## config.mk

```make
export PLATFORM = sky130hd
export DESIGN_NAME = rr_gate_arbiter
export DESIGN_NICKNAME = d
export VERILOG_FILES = /design/src/rtl/arb_pkg.sv /design/src/rtl/rr_pick.sv /design/src/rtl/rr_gate_arbiter.sv
export SDC_FILE = /design/constraint.sdc
export NUM_CORES = 1
export LEC_CHECK = 0
export BUFFER_PORTS_ARGS = -buffer_cell sky130_fd_sc_hd__buf_2
export CAP_MARGIN = 20
export CORE_MARGIN = 2
export CORE_UTILIZATION = 49
export DETAILED_ROUTE_END_ITERATION = 8
export PLACE_DENSITY = 0.84
export SYNTH_ARGS = -nofsm -noshare
export SYNTH_HDL_FRONTEND = slang
export SYNTH_SLANG_ARGS = --single-unit
export TNS_END_PERCENT = 1
```

## constraint.sdc

```tcl
create_clock -name clk_i -period 2.4 [get_ports clk_i]
set_input_delay 0.36 -clock clk_i [delete_from_list [all_inputs] [get_ports clk_i]]
set_output_delay 0.36 -clock clk_i [all_outputs]
set_load 0.01 [all_outputs]
```

## src/rtl/arb_pkg.sv

```systemverilog
// rtl/arb_pkg.sv - shared types and width helpers for the round-robin gate arbiter
package arb_pkg;

    localparam int MAX_N = 16;

    typedef enum logic {
        IDLE = 1'b0,
        OWN  = 1'b1
    } arb_state_e;

    // Index width for n requesters; never narrower than one bit.
    function automatic int idw_of(input int n);
        return (n <= 2) ? 1 : $clog2(n);
    endfunction

    // Hold-counter width able to represent 0 .. max_hold-1.
    function automatic int hcw_of(input int max_hold);
        return (max_hold <= 2) ? 1 : $clog2(max_hold);
    endfunction

endpackage

```

## src/rtl/rr_pick.sv

```systemverilog
// rtl/rr_pick.sv - combinational rotating-priority picker starting at ptr_i
module rr_pick #(
    parameter int N   = 4,
    parameter int IDW = 2
) (
    input  logic [N-1:0]   req_i,
    input  logic [IDW-1:0] ptr_i,
    output logic [IDW-1:0] pick_o,
    output logic           any_o
);

    int             idx;
    logic [IDW-1:0] idx_w;

    // Walk offsets from farthest to nearest so the request closest to ptr_i wins.
    always_comb begin
        pick_o = '0;
        any_o  = 1'b0;
        idx    = 0;
        idx_w  = '0;
        for (int i = N - 1; i >= 0; i--) begin
            idx = int'(ptr_i) + i;
            if (idx >= N) begin
                idx = idx - N;
            end
            idx_w = IDW'(idx);
            if (req_i[idx_w]) begin
                pick_o = idx_w;
                any_o  = 1'b1;
            end
        end
    end

endmodule

```

## src/rtl/rr_gate_arbiter.sv

```systemverilog
// rtl/rr_gate_arbiter.sv - round-robin owner arbiter for the shared gate unit (optional ARB_LOCK_EN)
module rr_gate_arbiter
    import arb_pkg::*;
#(
    parameter  int N        = 4,
    parameter  int MAX_HOLD = 8,
    localparam int IDW      = $clog2(N)
) (
    input  logic           clk_i,
    input  logic           rst_n_i,
    input  logic [N-1:0]   req_i,
    input  logic           done_i,
    input  logic           lock_i,
    output logic [N-1:0]   gnt_o,
    output logic [IDW-1:0] gnt_id_o,
    output logic           busy_o,
    output logic           timeout_o
);

    localparam int HCW = hcw_of(MAX_HOLD);
    localparam logic [HCW-1:0] HCNT_LAST = HCW'(MAX_HOLD - 1);
    localparam logic [IDW-1:0] ID_LAST   = IDW'(N - 1);

    arb_state_e     state_q, state_d;
    logic [IDW-1:0] ptr_q, ptr_d;
    logic [IDW-1:0] gnt_id_q, gnt_id_d;
    logic [N-1:0]   gnt_q, gnt_d;
    logic [HCW-1:0] hcnt_q, hcnt_d;
    logic           timeout_q, timeout_d;

    logic [IDW-1:0] pick;
    logic           any;
    logic           owner_req;
    logic           hold_freeze;
    logic           hold_tmo;

    rr_pick #(
        .N   (N),
        .IDW (IDW)
    ) u_pick (
        .req_i  (req_i),
        .ptr_i  (ptr_q),
        .pick_o (pick),
        .any_o  (any)
    );

`ifdef ARB_LOCK_EN
    assign hold_freeze = lock_i;
`else
    logic unused_lock;
    assign unused_lock = lock_i;
    assign hold_freeze = 1'b0;
`endif

    assign owner_req = req_i[gnt_id_q];
    assign hold_tmo  = (hcnt_q == HCNT_LAST) && !hold_freeze;

    // State, pointer, hold counter and registered outputs.
    always_ff @(posedge clk_i or negedge rst_n_i) begin
        if (!rst_n_i) begin
            state_q   <= IDLE;
            ptr_q     <= '0;
            gnt_id_q  <= '0;
            gnt_q     <= '0;
            hcnt_q    <= '0;
            timeout_q <= 1'b0;
        end else begin
            state_q   <= state_d;
            ptr_q     <= ptr_d;
            gnt_id_q  <= gnt_id_d;
            gnt_q     <= gnt_d;
            hcnt_q    <= hcnt_d;
            timeout_q <= timeout_d;
        end
    end

    // Grant in IDLE, release on done/request drop/timeout in OWN.
    always_comb begin
        state_d   = state_q;
        ptr_d     = ptr_q;
        gnt_id_d  = gnt_id_q;
        gnt_d     = gnt_q;
        hcnt_d    = hcnt_q;
        timeout_d = 1'b0;
        case (state_q)
            IDLE: begin
                if (any) begin
                    state_d  = OWN;
                    gnt_d    = N'(1) << pick;
                    gnt_id_d = pick;
                    hcnt_d   = '0;
                end
            end
            OWN: begin
                if (done_i || !owner_req || hold_tmo) begin
                    state_d   = IDLE;
                    gnt_d     = '0;
                    gnt_id_d  = '0;
                    hcnt_d    = '0;
                    ptr_d     = (gnt_id_q == ID_LAST) ? '0 : gnt_id_q + 1'b1;
                    // A coinciding done or request drop makes this a normal release.
                    timeout_d = hold_tmo && !done_i && owner_req;
                end else if (!hold_freeze && (hcnt_q != HCNT_LAST)) begin
                    hcnt_d = hcnt_q + 1'b1;
                end
            end
            default: begin
                state_d = IDLE;
            end
        endcase
    end

    assign gnt_o     = gnt_q;
    assign gnt_id_o  = gnt_id_q;
    assign busy_o    = (state_q == OWN);
    assign timeout_o = timeout_q;

endmodule

```

* Word-level counts from Yosys, hierarchy flattened
Cells that the tools add are included.
** Word-level totals
- Memories :: 0
- Latch bits :: 0
- Output and inout port bits :: 8
- ROM bits :: 0
- Flip-flop bits (word level) :: 13
- Word-level logic and storage cells :: 79
- Bits of input ports :: 8
- RAM bits :: 0
** Operators by class
- Shift-type cells :: 1
- Div/mod/pow operators :: 0
- Mux-type cells :: 38
- $mul :: 0
- Reduce and logical (&&, ||, !) cells :: 9
- Order comparisons :: 9
- Bitwise logic cells :: 1
- $add $sub $neg :: 9
- Equality and inequality tests :: 6
** Operators with widths (count)
- $mux W2 :: 11
- $lt A2 B3 Y1 const B :: 5
- $mux W1 :: 13
- $bmux W1 S2 :: 5
- $ge A3 B3 Y1 const B :: 3
- $mux W3 :: 3
- $mux W4 :: 2
- $pmux W4 S2 :: 1
- $sub A2 B1 Y2 const B :: 4
- $add A2 B2 Y3 const B :: 2
- $pmux W3 S2 :: 1
- $reduce_and A2 Y1 :: 3
- $pmux W2 S2 :: 1
- $shl A1 B2 Y4 const A :: 1
- $add A2 B1 Y3 const B :: 1
- $add A3 B1 Y3 const B :: 1
- $eq A3 B3 Y1 const B :: 1
- $ge A2 B3 Y1 const B :: 1
- $ne A3 B1 Y1 const B :: 1
- $ne A3 B3 Y1 const B :: 1
- $add A2 B1 Y2 const B :: 1
- $eq A2 B2 Y1 const B :: 1
- $logic_and A1 B1 Y1 :: 2
- $logic_not A1 Y1 :: 2
- other kinds (5) :: 6

* Logic depth before layout (Yosys ltp)
Gate-level depths: netlist (run 1).
- Depth in word-level cells :: 12
- Depth in mapped cells :: 7

* By module
Synthesis (run 1) repeated with hierarchy kept, for this count alone.
** Unflattened totals
- Cells, all modules :: 79
- Area, all modules :: 822.0 µm²
** By module, submodules not included
- rr_gate_arbiter :: cells each 66, instances 1, sequential area each 325.3 µm², area an instance 744.5 µm²
- rr_pick :: cells each 13, instances 1, sequential area each 0.0 µm², area an instance 77.6 µm²

* Worst setup path before layout (run 1)
Ideal clock, no wire load.
- Kind :: reg-to-reg
- Start point :: reg gnt_id_q[1], in the netlist gnt_id_o[1]
- End point :: reg gnt_id_q[0], in the netlist gnt_id_o[0]
- Library setup time :: 0.121 ns
- Data arrival time :: 1.576 ns
- Cell stages (with the launch flop) :: 6
- Required time :: 2.279 ns
- Setup slack :: 0.703 ns
- Period minus slack after synthesis :: 1.697 ns
- Cell sequence :: dfrtp_1 > mux2_4 > a22o_2 > or2_1 > buf_6 > a22o_1
** Between the ends
- Longest elaborated chain between the ends :: 7
** Ends and longest elaborated chain
- start, declared :: line rr_gate_arbiter.sv:26 : logic [IDW-1:0] gnt_id_q, gnt_id_d;
- start signal, assigned :: line rr_gate_arbiter.sv:70 : gnt_id_q <= gnt_id_d;
- $bmux W1 S2 :: line rr_gate_arbiter.sv:55 : assign owner_req = req_i[gnt_id_q];
- $mux W1 (implied by the code) :: line rr_gate_arbiter.sv:55
- $logic_not A1 Y1 :: line rr_gate_arbiter.sv:95 : if (done_i || !owner_req || hold_tmo) begin
- $logic_or A1 B1 Y1 (2 in a row) :: line rr_gate_arbiter.sv:95
- $ne A2 B1 Y1 (no line)
- $reduce_and A2 Y1 (no line)
Every way passes these cells. The select of a mux whose other input is x is not followed.
A chain may end at the register's enable or synchronous reset.

* Worst setup path after layout (run 1)
- Start point :: reg hcnt_q[0]
- End point :: reg gnt_q[2], in the netlist gnt_o[2]
** Between the ends
- Longest elaborated chain between the ends :: 4
** Ends and longest elaborated chain
- start, declared :: line rr_gate_arbiter.sv:28 : logic [HCW-1:0] hcnt_q, hcnt_d;
- start signal, assigned :: line rr_gate_arbiter.sv:72 : hcnt_q <= hcnt_d;
- $eq A3 B3 Y1 :: line rr_gate_arbiter.sv:56 : assign hold_tmo = (hcnt_q == HCNT_LAST) && !hold_freeze;
- $logic_or A1 B1 Y1 :: line rr_gate_arbiter.sv:95
- $ne A2 B1 Y1 (no line)
- $reduce_and A2 Y1 (no line)
- end signal, assigned :: line rr_gate_arbiter.sv:71 : gnt_q <= gnt_d;
- end, declared :: line rr_gate_arbiter.sv:27 : logic [N-1:0] gnt_q, gnt_d;
Every way passes these cells.

==> impl_metrics.json, run 1 <==
{
  "clock_latency_ps": 280,
  "max_freq_mhz": 553,
  "maxCapViolCount": 0,
  "setup_viol": 0,
  "cts.sinks": 13,
  "whs_ps": 294,
  "gp_congestion": 0.784,
  "final_cell_mix": "buf_2, dfrtp_1, a22o_1",
  "dp_hpwl_microns": 1010,
  "critical_path_required_ps": 2620,
  "antenna_found_initial": 0,
  "cts_buffers": 3,
  "cp_max_fo": 6,
  "antenna_left": 0,
  "slowest_delay_ps": 390,
  "setup-tns-final_ps": 0,
  "portBuffers": 14,
  "crit_top_cell": "ha_1",
  "core_sq_um": 1320,
  "num_io_pins": 16,
  "dr.pass1.iters": 4,
  "status": "finished, final reports clean",
  "die_height_microns": 41.9,
  "fin_cells": 93,
  "tritoncts": "built",
  "path_class": "reg2reg",
  "period_minus_slack_ps": 1810,
  "drt_wl_total_microns": 1380,
  "utilization": 0.619,
  "synthCells": 60,
  "ys_ff_latch": 13,
  "grt_max_degree": 14,
  "grt_pass1_vias": 530,
  "layout_commonest_cell": "buf_2",
  "p_leak_nw": 0.424,
  "slew_headroom": 0.692,
  "arrival_ps": 2030,
  "overflow": 0,
  "synth_nets": 71,
  "rsz0062_at_grt": "false",
  "syn_area_per_cell_sq_um": 11.7,
  "via_count": 575,
  "hold_viol": 0,
  "cts-htree-levels": 1,
  "initial_core_util": 0.533,
  "end_kind": "register",
  "rows": 13,
  "fp.dieW_microns": 41.9,
  "ys_seq_area_frac": 0.463,
  "place_inst": 88,
  "antenna_cells": 0,
  "synth_top_cell_area_share": 0.463,
  "power_density_nw_per_um2": 1100,
  "synth_area_leaders": "dfrtp_1, a22o_1, ha_1",
  "drc": 0,
  "clkTransAtPathRegs_ps": 80,
  "hp-class": "in2reg",
  "area_delta_synth_final_pct": 16.2,
  "drt_iter0_drc": 21,
  "post_cts_buffers": 0,
  "drv_slew": 0,
  "finalCritPeriodShare": 0.753,
  "ys_warn_count": 0,
  "synth_area_leader_cell": "dfrtp_1",
  "cts_buffer_depth": 2,
  "cp_slowest_cell": "dfrtp_1",
  "irDropWorstVdd_v": 0.000546,
  "vias_per_cell": 6.18,
  "worstPathCellList": "ha_1, ha_1, nor4bb_1, a22o_2, or2_1, a22o_1",
  "grt_first_pass_wirelength_microns": 2210,
  "die_area_sq_um": 1750,
  "grt_usage": 0.172,
  "drt-wirelength-per-cell_microns": 14.9,
  "max_slew.worst_pin.slew_ps": 458,
  "cp-start-kind": "register",
  "cts_root_buf": "clkbuf_4",
  "fin_nets": 90,
  "yosysUniqueCellTypes": 26,
  "finalClockSkew_ps": 5.60,
  "drive_gt1_frac": 0.295,
  "netlist_area_sq_um": 702
}
## what timing repair did
action | CTS | global route
hold buffers | 1 | 0
gates resized for setup | 0 | 0
endpoints found under the hold margin | 13 | 0
## routing by layer
metal	part of all wire	up-vias	GRT usage	wire length (microns)
met5	0	-	0	0
met4	0.033	0	0.123	46
met3	0.047	7	0.0565	65
met2	0.46	18	0.247	639
met1	0.46	277	0.216	629
li1	-	273	-	-
## power by group
group / leakage (nW) / switching (W) / internal (W)
Combinational: 0.240 / 0.000173 / 0.000201
Clock: 0.0150 / 0.0000719 / 0.0000645
Sequential: 0.169 / 0.0000974 / 0.000292
## critical path, delay by kind of cell (launching register included)
kind | cells | cell delay, ps
DFF | 1 | 390
adders and majority gates | 2 | 440
and+or+nand+nor | 2 | 510
AOI/OAI and AO/OA | 2 | 420
## cell type report
| class | instances | area, sq um |
|---|---|---|
| Timing Repair Buffer | 15 | 80.1 |
| Clock buffer | 4 | 26.3 |
| Tap cell | 15 | 18.8 |
| Fill cell | 103 | 502 |
| Multi-Input combinational cell | 46 | 365 |
| Sequential cell | 13 | 325 |
## Yosys cell counts
library cell and number:
a32o_2 2, mux2_2 1, nor3b_1 3, a21o_1 1, and3b_1 1, a311o_1 1
mux2_1 2, dfrtp_1 13, nor4bb_1 1, a22oi_1 1, mux2_4 2, o21ai_0 1
a22o_2 1, a21oi_1 3, or2_1 1, a211o_1 1, nand2_1 4, a311oi_1 1
a22o_1 5, mux2i_1 1, nor4b_1 1, buf_6 1, ha_1 3, nand2b_1 3
nor2_1 4, nor3_1 2
## state kept, by name, indices dropped and copies added (netlist names)
| register | count |
|---|---|
| busy_o | 1 |
| ptr_q | 2 |
| gnt_id_o | 2 |
| hcnt_q | 3 |
| timeout_o | 1 |
| gnt_o | 4 |
## cell families (layout without fill, tap and decap cells)
logic type      Yosys count  count (layout)  share of synthesized area
mux                       6               6                      0.105
fa+ha+maj                 3               3                     0.0535
compound gates           17              17                      0.198
simple gates             20              20                      0.164
buf+inv                   1              19                     0.0160
flops                    13              13                      0.463
## through the flow
step	setup slack, ps	instance area, sq um	total power (W)
global placement	674	779	0.000738
finish	592	816	0.000900
global route	476	816	0.000961
CTS	609	816	0.000904
floorplan	703	702	0.000649
detailed placement	624	779	0.000764
## worst paths after layout
kind | start | cells past startpoint | slack (ps) | end
setup / recovery | hcnt_q[0]$_DFFE_PN0P_ | 6 | 590 | gnt_o[2]$_DFFE_PN0P_
hold / removal | done_i | 2 | 290 | timeout_o$_DFF_PN0_
setup reg to reg | hcnt_q[0]$_DFFE_PN0P_ | 6 | 590 | gnt_o[2]$_DFFE_PN0P_
hold reg to reg | gnt_o[0]$_DFFE_PN0P_ | 1 | 490 | gnt_o[0]$_DFFE_PN0P_
max in group asynchronous | rst_n_i | 2 | 1670 | gnt_id_o[1]$_DFFE_PN0P_
min in group asynchronous | rst_n_i | 2 | 490 | ptr_q[1]$_DFFE_PN0P_
Power figures use the tool's default switching activity.
==> run 2, diff against run 1 <==
--- a/config.mk
+++ b/config.mk
@@ -8,9 +8,9 @@
 export BUFFER_PORTS_ARGS = -buffer_cell sky130_fd_sc_hd__buf_2
 export CAP_MARGIN = 20
 export CORE_MARGIN = 2
-export CORE_UTILIZATION = 49
+export CORE_UTILIZATION = 45
 export DETAILED_ROUTE_END_ITERATION = 8
-export PLACE_DENSITY = 0.84
+export PLACE_DENSITY = 0.82
 export SYNTH_ARGS = -nofsm -noshare
 export SYNTH_HDL_FRONTEND = slang
 export SYNTH_SLANG_ARGS = --single-unit
==> constraint.sdc (replaced) <==
create_clock -name clk_i -period 1.55 [get_ports clk_i]
set_input_delay 0.2325 -clock clk_i [delete_from_list [all_inputs] [get_ports clk_i]]
set_output_delay 0.2325 -clock clk_i [all_outputs]
set_load 0.01 [all_outputs]
==> run 2 against run 1 <==
Against the previous run:
- the run now ends with negative setup slack left
- sequential power rose by 48%
- clock-buffer cell count did not move
- largest power group is now combinational cells
- critical path depth fell by 2
- largest cell class unchanged
- highest routed layer unchanged
- critical endpoint unchanged
- non-clock buffer count rose by 14
- global-route usage rose by 3.2 points
- hold slack got worse by 110 ps
- wire length rose by 14%
- design area rose by 18%
==> impl_metrics.json, run 2 (synthesized netlist as in run 1, its figures left out) <==
{
  "fp.dieW_microns": 43.5,
  "cp_slowest_cell": "dfrtp_2",
  "fin_area_sq_um": 960,
  "dr.pass1.iters": 5,
  "gp_congestion": 0.851,
  "wl_met2_microns": 733,
  "dp_hpwl_microns": 1190,
  "place_area_sq_um": 867,
  "drt_wl_total_microns": 1570,
  "hp-class": "in2reg",
  "max_slew.worst_pin.slew_ps": 343,
  "multi_input_area_sq_um": 402,
  "p_leak_nw": 0.492,
  "vias_per_cell": 5.69,
  "drv_slew": 0,
  "top_layer": "met4",
  "whs_ps": 182,
  "antenna_found_initial": 0,
  "grt_usage": 0.205,
  "grt_pass1_vias": 656,
  "cts_buffer_depth": 2,
  "antenna_cells": 0,
  "overflow": 0,
  "wl_met3_microns": 82,
  "maxCapViolCount": 0,
  "fin_cells": 108,
  "max_freq_mhz": 611,
  "drt_iter0_drc": 7,
  "clock_latency_ps": 280,
  "final_cell_mix": "buf_2, buf_4, dfrtp_1",
  "fin_total_pwr_w": 0.00158,
  "num_io_pins": 16,
  "drt-wirelength-per-cell_microns": 14.5,
  "wl_met1_microns": 738,
  "critical_path_required_ps": 1710,
  "power_density_nw_per_um2": 1640,
  "die_area_sq_um": 1890,
  "setup_viol": 8,
  "drc": 0,
  "violations": "negative setup slack",
  "worstPathCellList": "mux2_4, a22o_2, or2_4, a22o_1",
  "path_buf_inv": 0,
  "rsz0062_at_grt": "true",
  "finalClockSkew_ps": 12.2,
  "slew_headroom": 0.771,
  "setup_ws_ps": -86.7,
  "cp_max_fo": 6,
  "clkTransAtPathRegs_ps": 80,
  "core_sq_um": 1490,
  "area_delta_synth_final_pct": 36.7,
  "cts_buffers": 3,
  "initial_core_util": 0.471,
  "die_height_microns": 43.5,
  "drive_gt1_frac": 0.489,
  "status": "complete, but fails checks",
  "period_minus_slack_ps": 1640,
  "arrival_ps": 1800,
  "pre_cts_ws_ps": -158,
  "via_count": 615,
  "n_fill_cell": 113,
  "place_inst": 100,
  "path_class": "reg2reg",
  "hold_viol": 0,
  "portBuffers": 14,
  "rows": 14,
  "finalCritPeriodShare": 1.06,
  "cts-htree-levels": 1,
  "cts.sinks": 13,
  "irDropWorstVdd_v": 0.000978,
  "grt_max_degree": 14,
  "largest_reg_flops": 4,
  "antenna_left": 0,
  "cp-start-kind": "register",
  "tritoncts": "built",
  "grt_first_pass_wirelength_microns": 2770,
  "final-seq-area_sq_um": 327,
  "critPathTopFamily": "compound AO/OA/AOI/OAI gates",
  "cts_root_buf": "clkbuf_4",
  "end_kind": "register",
  "slowest_delay_ps": 430,
  "fin_nets": 104
}
-- run 2: worst paths after layout --
path	from	end	slack, ps	cells after the start
max	gnt_id_o[1]$_DFFE_PN0P_	gnt_o[2]$_DFFE_PN0P_	-90	4
min	done_i	timeout_o$_DFF_PN0_	180	2
max reg2reg	gnt_id_o[1]$_DFFE_PN0P_	gnt_o[2]$_DFFE_PN0P_	-90	4
min reg2reg	gnt_o[1]$_DFFE_PN0P_	gnt_o[1]$_DFFE_PN0P_	500	1
max in group asynchronous	rst_n_i	gnt_id_o[1]$_DFFE_PN0P_	950	2
min in group asynchronous	rst_n_i	timeout_o$_DFF_PN0_	350	2
-- run 2: stage by stage --
stage | util | setup TNS (ps)
detailed placement | 0.582 | -1140
finish | 0.645 | -494
global placement | 0.582 | -762
CTS | 0.632 | -541
global route | 0.645 | -1160
floorplan | - | -669
-- run 2: worst reg2reg max path, delay by kind of cell, from the launching register on --
kind	cells	cell delay [ps]
AOI/OAI and AO/OA	2	510
DFF	1	430
and+or+nand+nor	1	260
muxes	1	320
-- run 2: cell type report --
type,instances,share of cell area
multi-input cells,46,0.419
flip-flops and latches,13,0.340
repair buffers,29,0.193
clock buffers,4,0.0274
well taps,16,0.0209
-- run 2: per-layer routing --
| metal | up-vias | GRT usage |
|---|---|---|
| li1 | 298 | - |
| met1 | 296 | 0.241 |
| met2 | 19 | 0.325 |
| met3 | 2 | 0.0792 |
| met4 | 0 | 0.103 |
| met5 | - | 0 |
-- run 2: report_power, final --
part | total (W) | internal, W | leakage [nW] | switching, W
clock network | 0.000211 | 0.0000999 | 0.0150 | 0.000111
registers | 0.000576 | 0.000456 | 0.168 | 0.000120
logic | 0.000789 | 0.000445 | 0.309 | 0.000343
-- run 2: timing repair --
action	4_1_cts	5_1_grt
setup endpoints to repair	9	11
hold buffers	1	0
pin swaps	3	4
buffers inserted	3	0
hold endpoints to repair	13	0
gates resized for setup	3	4
==> run 3, diff against run 2 <==
--- a/config.mk
+++ b/config.mk
@@ -8,9 +8,10 @@
 export BUFFER_PORTS_ARGS = -buffer_cell sky130_fd_sc_hd__buf_2
 export CAP_MARGIN = 20
 export CORE_MARGIN = 2
-export CORE_UTILIZATION = 45
+export CORE_UTILIZATION = 49
+export CTS_BUF_LIST = sky130_fd_sc_hd__clkbuf_8
 export DETAILED_ROUTE_END_ITERATION = 8
-export PLACE_DENSITY = 0.82
+export PLACE_DENSITY = 0.87
 export SYNTH_ARGS = -nofsm -noshare
 export SYNTH_HDL_FRONTEND = slang
 export SYNTH_SLANG_ARGS = --single-unit
==> run 3 against run 2 <==
Against the previous run:
- the run still ends with negative setup slack left
- sequential share of layout area is 0.99 points lower
- clock skew is 8.5 ps lower
- total power up 9.2%
- hold slack improved by 68 ps
- design area grew 3.0%
- wire length grew 8.5%
- critical path type unchanged
- largest cell class unchanged
==> impl_metrics.json, run 3 (synthesized netlist as in run 1, its figures left out) <==
{
  "cp_slowest_cell": "dfrtp_1",
  "grt_max_degree": 14,
  "violations": "negative setup slack",
  "final_cell_mix": "buf_2, dfrtp_1, buf_4",
  "worstPathCellList": "ha_2, ha_4, nor4b_2, a22o_4, or2_4, a32o_2",
  "wl_met1_microns": 724,
  "finalCritPeriodShare": 1.05,
  "overflow": 0,
  "cts_buffers": 3,
  "cp_max_fo": 6,
  "hold_viol": 0,
  "multi_input_area_sq_um": 428,
  "drt_iter0_drc": 23,
  "p_leak_nw": 0.510,
  "irDropWorstVdd_v": 0.000834,
  "grt_usage": 0.216,
  "antenna_cells": 0,
  "slowest_delay_ps": 350,
  "drc": 0,
  "slew_headroom": 0.750,
  "antenna_left": 0,
  "core_sq_um": 1320,
  "grt_pass1_vias": 702,
  "pre_cts_ws_ps": -173,
  "fin_cells": 105,
  "cts_root_buf": "clkbuf_8",
  "dp_hpwl_microns": 1140,
  "die_area_sq_um": 1750,
  "area_delta_synth_final_pct": 40.8,
  "drive_gt1_frac": 0.522,
  "cts-htree-levels": 1,
  "drt_wl_total_microns": 1700,
  "antenna_found_initial": 0,
  "max_freq_mhz": 615,
  "clock_latency_ps": 240,
  "status": "complete, but fails checks",
  "rsz0062_at_grt": "true",
  "vias_per_cell": 6.12,
  "fp.dieW_microns": 41.9,
  "n_fill_cell": 95,
  "cts.sinks": 13,
  "grt_first_pass_wirelength_microns": 2900,
  "fin_nets": 102,
  "end_kind": "register",
  "period_minus_slack_ps": 1630,
  "layout_commonest_cell": "buf_2",
  "dr.pass1.iters": 4,
  "hp-class": "in2reg",
  "via_count": 643,
  "critical_path_required_ps": 1680,
  "setup_ws_ps": -76.1,
  "finalClockSkew_ps": 3.71,
  "setup-tns-final_ps": -543,
  "maxCapViolCount": 0,
  "arrival_ps": 1750,
  "cp-start-kind": "register",
  "drv_slew": 0,
  "clkTransAtPathRegs_ps": 60,
  "gp_congestion": 0.914,
  "fin_total_pwr_w": 0.00172,
  "setup_viol": 11,
  "top_layer": "met4",
  "power_density_nw_per_um2": 1740,
  "die_height_microns": 41.9,
  "portBuffers": 14,
  "path_class": "reg2reg",
  "rows": 13,
  "place_inst": 99,
  "cts_buffer_depth": 2,
  "drt-wirelength-per-cell_microns": 16.2,
  "num_io_pins": 16,
  "final-seq-area_sq_um": 327,
  "largest_reg_flops": 4,
  "tritoncts": "built",
  "initial_core_util": 0.533,
  "max_slew.worst_pin.slew_ps": 375,
  "utilization": 0.750,
  "wl_met3_microns": 72,
  "wl_met2_microns": 891
}
==> run 3: cell types whose count changed in the layout (fill, tap and decap cells not counted), moves of 2 or more <==
cell      delta
mux2_1       -2
mux2_4       +2
buf_4        -2
clkbuf_8     +3
clkbuf_4     -3
==> run 3: routing by layer <==
metal	GRT usage	vias up
met5	0	-
met4	0.0774	0
met3	0.0435	2
met2	0.406	25
met1	0.235	324
li1	-	292
==> run 3: cell type report <==
cell class / instances / area share
Clock buffer: 3 / 0.0418
Clock inverter: 1 / 0.00380
Multi-Input combinational cell: 46 / 0.433
Sequential cell: 13 / 0.330
Tap cell: 15 / 0.0190
Timing Repair Buffer: 27 / 0.172
==> run 3: final timing paths <==
| kind | startpoint | depth (start not counted) | slack [ps] | to |
|---|---|---|---|---|
| worst max-delay path | hcnt_q[1]$_DFFE_PN0P_ | 6 | -80 | gnt_o[1]$_DFFE_PN0P_ |
| worst min-delay path | done_i | 2 | 250 | timeout_o$_DFF_PN0_ |
| worst max register to register | hcnt_q[1]$_DFFE_PN0P_ | 6 | -80 | gnt_o[1]$_DFFE_PN0P_ |
| worst min register to register | gnt_o[0]$_DFFE_PN0P_ | 1 | 500 | gnt_o[0]$_DFFE_PN0P_ |
| max in group asynchronous | rst_n_i | 2 | 860 | gnt_id_o[1]$_DFFE_PN0P_ |
| min in group asynchronous | rst_n_i | 2 | 420 | timeout_o$_DFF_PN0_ |
==> run 3: worst max-delay path, delay by kind of cell, from the launching register on <==
family,cells,cell delay (ps)
compound gates,2,480
fa+ha+maj,2,360
flops,1,350
simple gates,2,320
==> run 3: through the flow <==
stage | hold WS, ps | instance area (sq um)
CTS | 227 | 970
finish | 250 | 988
global placement | 130 | 866
detailed placement | 137 | 866
global route | 259 | 988
floorplan | -63.1 | 706
==> run 3: power breakdown <==
group          switching (W)  internal (W)  total (W)  leakage (nW)
logic               0.000361      0.000485   0.000846         0.315
clock network       0.000115      0.000174   0.000290        0.0269
registers           0.000128      0.000457   0.000584         0.168
==> run 3: repair_timing <==
item                                    in CTS  in global routing
endpoints found under the hold margin       13                  0
setup buffers                                1                  0
pin swaps                                    7                  4
gates resized for setup                      8                  4
hold buffers                                 1                  0
endpoints found under the setup margin      11                 11
